**src/rtl/approx_sweep_checker_pkg.sv**
```systemverilog
// Shared definitions for the approximate-circuit sweep checker.
//   state_t        : checker FSM encoding
//   DEF_*          : default circuit-under-test geometry and error threshold
//   sum_w / cnt_w  : width helpers for the error sum and violation counter
package approx_chk_pkg;

    typedef enum logic [1:0] {
        IDLE  = 2'd0,
        SWEEP = 2'd1,
        DRAIN = 2'd2,
        DONE  = 2'd3
    } state_t;

    localparam int DEF_N_IN  = 4;
    localparam int DEF_N_OUT = 3;
    localparam int DEF_ET    = 3;

    // 2^n_in errors of at most 2^n_out-1 each always fit in n_out+n_in bits.
    function automatic int sum_w(input int n_in, input int n_out);
        return n_out + n_in;
    endfunction

    // Must hold the value 2^n_in when every vector violates.
    function automatic int cnt_w(input int n_in);
        return n_in + 1;
    endfunction

    localparam int SUM_W = sum_w(DEF_N_IN, DEF_N_OUT);
    localparam int CNT_W = cnt_w(DEF_N_IN);

endpackage

```
**src/rtl/approx_err_accum.sv**
```systemverilog
// Capture stage plus error statistics for the sweep checker.
// Ports:
//   clk, rst_n        : clock, synchronous active-low reset
//   clear             : wipe statistics and capture stage (new sweep accepted)
//   cap_en            : capture vec/exact/approx this edge
//   vec, exact, approx: current vector and the two circuit responses
//   max_err, err_sum, viol_cnt, first_fail_vec, first_fail_valid : results
module approx_err_accum
    import approx_chk_pkg::*;
#(
    parameter int N_IN  = DEF_N_IN,
    parameter int N_OUT = DEF_N_OUT,
    parameter int ET    = DEF_ET
) (
    input  logic                           clk,
    input  logic                           rst_n,
    input  logic                           clear,
    input  logic                           cap_en,
    input  logic [N_IN-1:0]                vec,
    input  logic [N_OUT-1:0]               exact,
    input  logic [N_OUT-1:0]               approx,
    output logic [N_OUT-1:0]               max_err,
    output logic [sum_w(N_IN, N_OUT)-1:0]  err_sum,
    output logic [cnt_w(N_IN)-1:0]         viol_cnt,
    output logic [N_IN-1:0]                first_fail_vec,
    output logic                           first_fail_valid
);
    localparam int S_W = sum_w(N_IN, N_OUT);
    localparam int C_W = cnt_w(N_IN);
    localparam logic [N_OUT-1:0] ET_V = N_OUT'(ET);

    logic             s_vld;
    logic [N_IN-1:0]  s_vec;
    logic [N_OUT-1:0] s_exact;
    logic [N_OUT-1:0] s_approx;
    logic [N_OUT-1:0] err;
    logic             viol;

    // Larger minus smaller keeps the difference unsigned without a sign bit.
    always_comb begin
        err = '0;
        if (s_exact >= s_approx) err = s_exact - s_approx;
        else                     err = s_approx - s_exact;
    end

    assign viol = (err > ET_V);

    always_ff @(posedge clk) begin
        if (!rst_n) begin
            s_vld            <= 1'b0;
            s_vec            <= '0;
            s_exact          <= '0;
            s_approx         <= '0;
            max_err          <= '0;
            err_sum          <= '0;
            viol_cnt         <= '0;
            first_fail_vec   <= '0;
            first_fail_valid <= 1'b0;
        end else if (clear) begin
            s_vld            <= 1'b0;
            s_vec            <= '0;
            s_exact          <= '0;
            s_approx         <= '0;
            max_err          <= '0;
            err_sum          <= '0;
            viol_cnt         <= '0;
            first_fail_vec   <= '0;
            first_fail_valid <= 1'b0;
        end else begin
            s_vld <= cap_en;
            if (cap_en) begin
                s_vec    <= vec;
                s_exact  <= exact;
                s_approx <= approx;
            end
            if (s_vld) begin
                if (err > max_err) max_err <= err;
                err_sum <= err_sum + S_W'(err);
                if (viol) begin
                    viol_cnt <= viol_cnt + C_W'(1);
                    if (!first_fail_valid) begin
                        first_fail_vec   <= s_vec;
                        first_fail_valid <= 1'b1;
                    end
                end
            end
        end
    end

endmodule

```
**config.mk**
```make
export PLATFORM = sky130hd
export DESIGN_NAME = approx_err_accum
export DESIGN_NICKNAME = d
export VERILOG_FILES = /design/src/rtl/approx_sweep_checker_pkg.sv /design/src/rtl/approx_err_accum.sv
export SDC_FILE = /design/constraint.sdc
export NUM_CORES = 1
export LEC_CHECK = 0
export BUFFER_PORTS_ARGS = -buffer_cell sky130_fd_sc_hd__buf_2
export CAP_MARGIN = 20
export CORE_MARGIN = 2
export CORE_UTILIZATION = 57
export DETAILED_ROUTE_END_ITERATION = 8
export PLACE_DENSITY = 0.91
export SLEW_MARGIN = 15
export SYNTH_ARGS = -nofsm -noshare
export SYNTH_HDL_FRONTEND = slang
export SYNTH_SLANG_ARGS = --single-unit
```
**constraint.sdc**
```tcl
create_clock -name clk -period 7.35 [get_ports clk]
set_clock_uncertainty 0.05 [all_clocks]
set_input_delay 0.3675 -clock clk [delete_from_list [all_inputs] [get_ports clk]]
set_output_delay 0.3675 -clock clk [all_outputs]
set_load 0.02 [all_outputs]
```
==> key figures <==
Synthesis
  • Distinct cells, synth: 30
  • Yosys reg bits: 31
  • Syn Area/Cell: 9.25 sq um
  • Register area share after synthesis: 40.2%
  • Synth Instances: 167
  • YS warnings: 0
  • Area share of the largest cell type after synthesis: 40.2%
  • Synth Net Count: 196
  • Area leader, netlist: dfxtp_1
  • Largest cells by area after synthesis: dfxtp_1, mux2i_1, ha_1, nor2_1, fa_1
  • Mapped Area: 1540 sq um

Global routing
  • Total GRT Usage: 20.8%
  • Initial antenna violation count: 0
  • Vias in the first global route: 1233
  • Grt ovf: 0
  • First-pass GRT wire length: 5190 microns
  • Largest net degree at the start of global routing: 27

STA
  • Slew Viols, Final: 0
  • Final min period: 2860 ps
  • Final worst-path cycle share: 38.9%
  • RSZ-0062 raised after global routing: no
  • Final Hold Vio Count: 0
  • Worst hold slack: 232 ps
  • F_max: 350 MHz
  • # setup viols final: 0
  • Worst slew margin: 36.2%
  • Setup tns final: 0 ps
  • Worst setup margin: 4490 ps
  • Slew @ Worst Pin: 957 ps

Worst setup path
  • R2r setup slk: 4490 ps
  • CP Data Arrival Time: 2990 ps
  • Worst-path maximum fanout: 4
  • Crit path kind: register to register
  • Slowest CP cell: or4b_1
  • Worst R2R Path Depth: 11
  • Worst Setup End Kind: register
  • CP Launch Type: register
  • RR Startpoint: s_exact[0]
  • Critical path cell sequence: inv_1 -> ha_1 -> inv_1 -> fa_1 -> or4b_1 -> nand3_1 -> ha_1 -> a31oi_1 -> o21a_1 -> mux2i_1 -> nor2_1
  • RR Endpoint: max_err[2]
  • Worst path max stage delay: 540 ps
  • Worst Path Required: 7480 ps

Power
  • Leak pwr: 0.794 nW
  • Max VDD drop: 130 uV
  • Overall power: 0.322 mW
  • Pwr dens: 181 nW/um^2

CTS
  • CTS tree: done
  • Clock Latency Late Sink: 330 ps
  • Post-CTS Hold Buffers: 0
  • Max H-tree Level: 2
  • Root buffer cell: clkbuf_4
  • Postcts setup bufs: 0
  • CTS Buffer Depth: 2
  • Clk slew on worst S/H paths: 90 ps
  • Resize count post-CTS: 0
  • Num Clock Sinks: 31
  • Total CTS buffers: 5

Die
  • Rows: 18
  • Die area: 3140 sq um
  • Die X: 56.0 microns
  • Area of the core: 2520 sq um
  • Ports: 34
  • Die Y: 56.0 microns
  • Initial Util: 61.2%

Hold path
  • Min-Delay Startpoint: approx[2]
  • Hold Path End: s_approx[2]
  • Hold path depth: 3
  • HP Class: input port to register

Routing
  • Vias: 1242
  • Initial drt markers: 15
  • Drt via density: 5.38
  • Routed WL: 3120 microns
  • First-pass iteration count of the detailed router: 4
  • Antenna violation net count after detailed routing: 0
  • DRC errors left: 0
  • Wire per inst: 13.5 microns

Place
  • Hpwl dp: 2360 microns
  • PortBufs: 33
  • Place WS: 4540 ps
  • GPL Wtd Cong: 0.828

Layout
  • # diodes: 0
  • Layout cell share with drive strength beyond 1: 21.4%
  • Fin nets: 229
  • Layout area overhead: 15.4%
  • Filler cells: 191

Flow run
  • Number of max-cap violations: 0

Outcome
  • Status: finished, final reports clean
[worst max-delay path, delay by kind of cell (launching register included)]
kind | cells | cell delay, ps
and+or+nand+nor | 3 | 780
DFF | 1 | 340
buffers and inverters | 2 | 120
muxes | 1 | 210
adders and majority gates | 3 | 820
AOI/OAI and AO/OA | 2 | 410
[routing by layer]
layer	up-vias	wire length (microns)	global-route usage [%]
met1	573	1360	24.1
met3	8	185	6.28
met2	39	1530	36.0
met5	-	0	0
li1	622	-	-
met4	0	43	7.48
[kinds of logic after synthesis]
| logic type | Yosys count | synth area share, % |
|---|---|---|
| AND/OR/NAND/NOR | 52 | 15.3 |
| flip-flops | 31 | 40.2 |
| AO/OA/AOI/OAI | 21 | 8.10 |
| buffers and inverters | 21 | 5.59 |
| multiplexers | 21 | 13.8 |
| adder cells (fa/ha/maj) | 15 | 13.6 |
| XOR/XNOR | 6 | 3.40 |
[per-stage QoR]
step                      cell area, sq um  std cells  utilization [%]
after detailed placement              1710        223             67.9
final                                 1780        231             70.6
after floorplan                       1540        167                -
after global placement                1710        223             67.9
after global routing                  1780        231             70.6
after CTS                             1780        231             70.6
[worst max path at each step]
stage | endpoint | from | slack, ps | cells past startpoint
after floorplan | max_err[2] | s_exact[0] | 4740 | 11
after global placement | max_err[1] | s_exact[0] | 4620 | 11
after detailed placement | max_err[2] | s_exact[0] | 4540 | 11
after CTS | max_err[2] | s_exact[0] | 4510 | 11
after global routing | max_err[1] | s_exact[0] | 4210 | 11
final | max_err[2] | s_exact[0] | 4490 | 11
[synthesized netlist by cell type]
cell,number
xnor2_1,4
nor2_2,1
nor2_1,23
a31oi_1,1
o21bai_1,1
xor2_1,2
mux2i_1,19
or4b_1,1
ha_1,12
clkbuf_1,4
fa_1,3
o21a_1,2
o21ai_0,5
a211oi_1,2
nand2_1,12
buf_6,1
or3_1,3
nand3_1,5
dfxtp_1,31
buf_1,2
mux2_2,2
a21oi_1,8
a21o_1,1
nor2b_1,3
nor4b_1,1
nand2b_1,1
nor3_1,1
a31o_1,1
and2_1,1
inv_1,14
[layout by cell type, fill, tap and decap left out, drive strengths merged, types with 2 or more instances in the layout]
cell    instances
fa              3
nor2           24
xnor2           4
nor2b           3
a211oi          2
clkbuf          8
mux2            2
o21a            2
mux2i          19
a21oi           8
nand3           5
dfxtp          31
xor2            2
inv            14
or3             3
nand2          12
buf            33
o21ai           5
ha             12
[power breakdown]
part	leakage (nW)	internal (mW)	switching, mW
clock	0.0386	0.0563	0.0572
sequential	0.251	0.170	0.00239
combinational	0.505	0.0160	0.0198
[registers in the layout (all words and copies together) (netlist names)]
| register | cells |
|---|---|
| first_fail_valid | 1 |
| viol_cnt | 5 |
| s_exact | 3 |
| s_vld | 1 |
| err_sum | 7 |
| s_vec | 4 |
| first_fail_vec | 4 |
| max_err | 3 |
| s_approx | 3 |
[area by class of cell]
type                    count  area [sq um]  area share, %
inverters                  14          52.6           2.95
clock buffers               8          68.8           3.86
multi-input cells         115           837           47.0
well taps                  30          37.5           2.11
flip-flops and latches     31           621           34.8
repair buffers             33           165           9.27
Note: power is estimated with default switching activity, not from simulation.
